`config.mk`:
```
export PLATFORM = sky130hd
export DESIGN_NAME = toggle_pulse_gen
export DESIGN_NICKNAME = d
export VERILOG_FILES = /design/src/rtl/toggle_pulse_gen.sv
export SDC_FILE = /design/constraint.sdc
export NUM_CORES = 1
export LEC_CHECK = 0
export CORE_MARGIN = 4
export CORE_UTILIZATION = 60
export DETAILED_ROUTE_END_ITERATION = 8
export PLACE_DENSITY_LB_ADDON = 0.3
export SLEW_MARGIN = 0
export SYNTH_ARGS = -nofsm -noshare
export SYNTH_HDL_FRONTEND = slang
export SYNTH_SLANG_ARGS = --single-unit
```
`constraint.sdc`:
```
create_clock -name clk -period 5.1 [get_ports clk]
set_clock_uncertainty 0.1 [all_clocks]
set_input_delay 0.765 -clock clk [delete_from_list [all_inputs] [get_ports clk]]
set_output_delay 0.765 -clock clk [all_outputs]
set_load 0.02 [all_outputs]
```
`src/rtl/toggle_pulse_gen.sv`:
```
// Debounced push-button to single-cycle toggle request, plus a debounced level and a press counter.
// Latency DEBOUNCE_CYCLES+2 edges from btn_in to t_pulse or btn_level; no backpressure, outputs are free-running.
module toggle_pulse_gen #(
   parameter int unsigned DEBOUNCE_CYCLES = 1000000
) (
   input  logic       clk,
   input  logic       rst_n,
   input  logic       btn_in,
   output logic       t_pulse,
   output logic       btn_level,
   output logic [7:0] press_count
);

   localparam int unsigned CNT_W = (DEBOUNCE_CYCLES > 1) ? $clog2(DEBOUNCE_CYCLES) : 1;
   localparam logic [CNT_W-1:0] CNT_LAST = CNT_W'(DEBOUNCE_CYCLES - 1);

   typedef enum logic [1:0] {
      IDLE         = 2'd0,
      PRESS_WAIT   = 2'd1,
      PRESSED      = 2'd2,
      RELEASE_WAIT = 2'd3
   } state_t;

   logic             r_sync1;
   logic             r_sync2;
   logic             w_btn_s;
   state_t           r_state;
   state_t           w_state_nxt;
   logic [CNT_W-1:0] r_cnt;
   logic [CNT_W-1:0] w_cnt_nxt;
   logic             w_accept;
   logic             w_level_nxt;
   logic             r_t_pulse;
   logic             r_btn_level;
   logic [7:0]       r_press_count;

   // Only the second synchronizer stage feeds any logic.
   always_ff @(posedge clk or negedge rst_n) begin
      if (!rst_n) begin
         r_sync1 <= 1'b0;
         r_sync2 <= 1'b0;
      end else begin
         r_sync1 <= btn_in;
         r_sync2 <= r_sync1;
      end
   end

   assign w_btn_s = r_sync2;

   always_ff @(posedge clk or negedge rst_n) begin
      if (!rst_n) begin
         r_state <= IDLE;
         r_cnt   <= '0;
      end else begin
         r_state <= w_state_nxt;
         r_cnt   <= w_cnt_nxt;
      end
   end

   always_comb begin
      w_state_nxt = r_state;
      w_cnt_nxt   = r_cnt;
      w_accept    = 1'b0;
      case (r_state)
         IDLE: begin
            if (w_btn_s) begin
               w_state_nxt = PRESS_WAIT;
               w_cnt_nxt   = '0;
            end
         end
         PRESS_WAIT: begin
            if (!w_btn_s) begin
               w_state_nxt = IDLE;
               w_cnt_nxt   = '0;
            end else if (r_cnt == CNT_LAST) begin
               w_state_nxt = PRESSED;
               w_accept    = 1'b1;
            end else begin
               w_cnt_nxt = r_cnt + CNT_W'(1);
            end
         end
         PRESSED: begin
            if (!w_btn_s) begin
               w_state_nxt = RELEASE_WAIT;
               w_cnt_nxt   = '0;
            end
         end
         RELEASE_WAIT: begin
            // A bounce back high resumes the held press without a new toggle.
            if (w_btn_s) begin
               w_state_nxt = PRESSED;
               w_cnt_nxt   = '0;
            end else if (r_cnt == CNT_LAST) begin
               w_state_nxt = IDLE;
            end else begin
               w_cnt_nxt = r_cnt + CNT_W'(1);
            end
         end
         default: begin
            w_state_nxt = IDLE;
            w_cnt_nxt   = '0;
         end
      endcase
   end

   assign w_level_nxt = (w_state_nxt == PRESSED) || (w_state_nxt == RELEASE_WAIT);

   always_ff @(posedge clk or negedge rst_n) begin
      if (!rst_n) begin
         r_t_pulse     <= 1'b0;
         r_btn_level   <= 1'b0;
         r_press_count <= 8'd0;
      end else begin
         r_t_pulse     <= w_accept;
         r_btn_level   <= w_level_nxt;
         r_press_count <= r_press_count + 8'(w_accept);
      end
   end

   assign t_pulse     = r_t_pulse;
   assign btn_level   = r_btn_level;
   assign press_count = r_press_count;

endmodule

```
After elaboration in Yosys (flattened, before gate mapping)
Cells that the tools add are included.
{"block": "word_totals", "reg_bits": 34, "latch_bits": 0, "ramBits": 0, "romBits": 0, "in_bits": 3, "output_inout_bits": 10, "wordCells": 36, "mem_count": 0}
{"block": "op_classes", "n_addsub": 2, "n_mul": 0, "div": 0, "n_lt_le_gt_ge": 0, "eq_ne": 8, "shift": 0, "muxes": 16, "n_bitwise": 0, "n_reduce_logical": 3}
{"operator": "20-bit 2-to-1 mux", "n": 5}
{"operator": "20-bit one-hot mux with 4 select lines", "n": 1}
{"operator": "20-bit by 1-bit adder with 20-bit output (second input constant)", "n": 1}
{"operator": "20-bit equality test (second input constant)", "n": 1}
{"operator": "2-bit 2-to-1 mux", "n": 6}
{"operator": "8-bit by 1-bit adder with 8-bit output", "n": 1}
{"operator": "2-bit equality test (second input constant)", "n": 4}
{"operator": "2-bit one-hot mux with 4 select lines", "n": 1}
{"operator": "2-bit inequality test (second input constant)", "n": 2}
{"operator": "1-bit 2-to-1 mux", "n": 3}
{"operator": "2-bit by 1-bit equality test with 1-bit output (second input constant)", "n": 1}
{"operator": "2-bit logical NOT", "n": 1}
{"operator": "2-bit AND reduction", "n": 1}
{"operator": "1-bit logical OR", "n": 1}

Logic depth before layout (Yosys ltp)
{"block": "logic_depth", "ltp_word": 6, "depth_mapped": 10, "mapped_depth_nobuf": 10}

Worst setup path after synthesis
Ideal clock, no wire load.
{"block": "synth_path", "path_kind": "register to register", "from": "register r_cnt[7]", "to": "register r_press_count[6], in the netlist press_count[6]", "setup_ns": 0.129, "arrival_time_ns": 2.333, "t_required_ns": 4.871, "slack_ns": 2.538, "path_stages_with_launch": 11, "path_buffers": 0, "cell_sequence": "dfrtp_1 -> nor4b_4 -> nand4_2 -> nor3_4 -> nand2_2 -> nor3b_1 -> ha_1 -> ha_1 -> and3_1 -> nand3_1 -> xnor2_1"}
{"block": "synth_via", "elab_chain_cells": 5}
{"element": "from (decl)", "line": "29", "source": "logic [CNT_W-1:0] r_cnt;"}
{"element": "from (signal assigned)", "line": "56", "source": "r_cnt <= w_cnt_nxt;"}
{"element": "20-bit equality test", "line": "75", "source": "end else if (r_cnt == CNT_LAST) begin"}
{"element": "1-bit 2-to-1 mux", "line": "75"}
{"element": "1-bit 2-to-1 mux", "line": "72", "source": "if (!w_btn_s) begin"}
{"element": "1-bit 2-to-1 mux", "line": "64", "source": "case (r_state)"}
{"element": "via w_accept", "line": "31", "source": "logic w_accept;"}
{"element": "8-bit by 1-bit adder with 8-bit output", "line": "116", "source": "r_press_count <= r_press_count + 8'(w_accept);"}
{"element": "to (signal assigned)", "line": "116"}
{"element": "to (decl)", "line": "35", "source": "logic [7:0] r_press_count;"}
The timed path passes the listed nets, and every way through them passes these cells.
A chain may end at the register's enable or synchronous reset.

Worst setup path after layout
{"block": "layout_path", "from": "register r_cnt[10]", "to": "register r_press_count[6], in the netlist press_count[6]"}
The elaborated chain is that of the path after synthesis.

==> flow_summary.yaml <==
status:
  outcome: "complete, no violations"
pwr:
  power_density_mw_per_mm2: 241.4
  ir_drop_v: 0.0002410
  p_leak_nw: 0.8227
  power_w: 0.0004555
final_layout:
  fill_cells: 177
  layout.nets: 185
  syn2layout_area_growth_pct: 13.38
  layout-drive-gt1-share_pct: 12.22
  n_antenna_cell: 0
timing:
  post-route-period-util_pct: 57.21
  finalHoldViolations: 0
  whs_ns: 0.2803
  max_slew_margin_pct: 37.31
  fin_crit_ns: 2.918
  slew_viol_final: 0
  rsz0062_at_grt: "no"
  max_freq_ghz: 0.3427
  tns_ns: 0
  setup_violations: 0
  setup_slack_ns: 2.182
  worst_slew_pin_slew_ns: 0.9369
global_route:
  grt_max_degree: 34
  grt_pass1_vias: 1318
  grt_pass1_wl_um: 6037
  grt_use_total_pct: 22.58
  grt_overflow: 0
  antenna_found_initial: 0
synth:
  yosysTopAreaCell: "dfrtp_1"
  syn_avg_cell_area_um2: 10.27
  synth_commonest_cells: "dfrtp_1 (33), o21ai_0 (15), nand2_1 (14), nand3_1 (14), nor2_1 (11)"
  synth_seq_area_share_pct: 49.62
  synth_area_mm2: 0.001664
  syn-num-nets: 168
  yosysMostFrequentCell: "dfrtp_1"
  synth-seq-cells: 33
  postSynthCellCount: 162
  async_flop_share_pct: 100.0
  synth_top_area_share_pct: 49.62
  synth_cell_types: 38
  synthFlopType: "dfrtp_1"
  ys_warn_count: 0
  synth.area.top_cells: "dfrtp_1 (50%), o21ai_0 (4.5%), nand3_1 (4.2%)"
  synth_edf_count: 0
cts:
  postCtsHoldBufs: 0
  htreeDepth: 2
  post_cts_resized: 0
  clk_latency_ns: 0.33
  cts.clk_slew.worst_paths_ns: 0.11
  cts_root_buf: "clkbuf_4"
  clock_path_buffers: 2
  postCtsSetupBuffers: 0
  clkSinkCount: 33
  cts_inserted_buffers: 5
  cts_tree: "built"
placement:
  hpwl_um: 2511
  io_buffer_count: 12
  place_ws_ns: 2.188
  place.gp.congestion: 0.7830
route:
  wl_per_cell_um: 16.51
  drtIter0Drc: 69
  routed_wl_um: 3468
  dr.pass1.iters: 4
  drc_errors: 0
  ant_nets: 0
  vias_per_cell: 6.390
  dr_total_vias: 1342
floorplanning:
  io_pins: 13
  fp-row-count: 18
  fp.dieH_um: 60.67
  fp.dieW_um: 60.67
  coreArea_mm2: 0.002567
  die_area_mm2: 0.003680
  initial_core_util_pct: 64.81
critical_path:
  critPathCaptureType: "flop"
  critPathArrivalTime_ns: 3.05
  start_kind: "flop"
  required_ns: 5.23
  cp_max_fo: 8
  crit_type: "reg -> reg"
flow_run:
  drv_cap: 0
min_path:
  worstHoldPathType: "reg -> reg"
## power breakdown
part           switching [W]  internal, W  total [W]
Combinational      0.0000151   0.00000621  0.0000214
Sequential        0.00000360     0.000264   0.000268
Clock              0.0000864    0.0000799   0.000166
Total               0.000105     0.000350   0.000456
## critical path: stages (launching register included)
cell and delay (ns):
dfrtp_1 0.47, nor4_2 0.34, nand4_2 0.21, nor3_4 0.38, nand2_2 0.12, nor3b_1 0.33
ha_1 0.27, ha_1 0.19, and3_1 0.19, nand3_1 0.09, xnor2_1 0.13
## flip-flops by register name, summed over array words and instances (netlist names)
| register | cells |
|---|---|
| r_state | 1 |
| r_sync1 | 1 |
| r_cnt | 20 |
| t_pulse | 1 |
| r_sync2 | 1 |
| btn_level | 1 |
| press_count | 8 |
## metrics by stage
stage / cells / util (%) / area (µm²)
floorplan: 162 / - / 1664
global placement: 202 / 70.76 / 1817
detailed placement: 202 / 70.76 / 1817
CTS: 210 / 73.49 / 1887
global route: 210 / 73.49 / 1887
finish: 210 / 73.49 / 1887
## layout by cell type, fill, tap and decap left out, types with 3 or more instances in the layout
master and instances:
a21oi_1 10, a31oi_1 5, and3_1 3, clkbuf_4 5, clkdlybuf4s50_1 12, dfrtp_1 33, ha_1 3, nand2_1 14
nand3_1 14, nand4_1 6, nor2_1 11, o21ai_0 15, o31ai_1 5, or3_1 4, xnor2_1 8, xor2_1 5
## metal layers
metal / vias up / GRT usage, % / routed length (µm)
met1: 650 / 28.06 / 1498
li1: 637 / - / -
met3: 11 / 4.468 / 197
met4: 0 / 12.07 / 85
met2: 44 / 37.10 / 1687
met5: - / 0 / 0
## final cells by class
cell class,instances,area (µm²),area share [%]
Inverter,1,3.754,0.1989
Timing Repair Buffer,13,127.6,6.764
Sequential cell,33,825.8,43.77
Clock inverter,1,5.005,0.2653
Multi-Input combinational cell,125,822.0,43.57
Tap cell,30,37.54,1.989
Clock buffer,7,65.06,3.448
## kinds of logic after synthesis
logic type	after synthesis	synth area share, %
AO/OA/AOI/OAI	39	13.68
buffers and inverters	4	0.9771
multiplexers	1	0.9020
flip-flops	33	49.62
XOR/XNOR	13	6.842
adder cells (fa/ha/maj)	3	2.256
AND/OR/NAND/NOR	69	25.72
## final timing paths
path | from | slack, ns | cells past startpoint | to
max reg2reg | r_cnt[10] | 2.18 | 10 | press_count[6]
max | r_cnt[10] | 2.18 | 10 | press_count[6]
min in group asynchronous | rst_n | 0.72 | 2 | press_count[5]
min | r_sync1 | 0.28 | 0 | r_sync2
min reg2reg | r_sync1 | 0.28 | 0 | r_sync2
max in group asynchronous | rst_n | 3.87 | 2 | r_cnt[8]
Power figures use the tool's default switching activity.
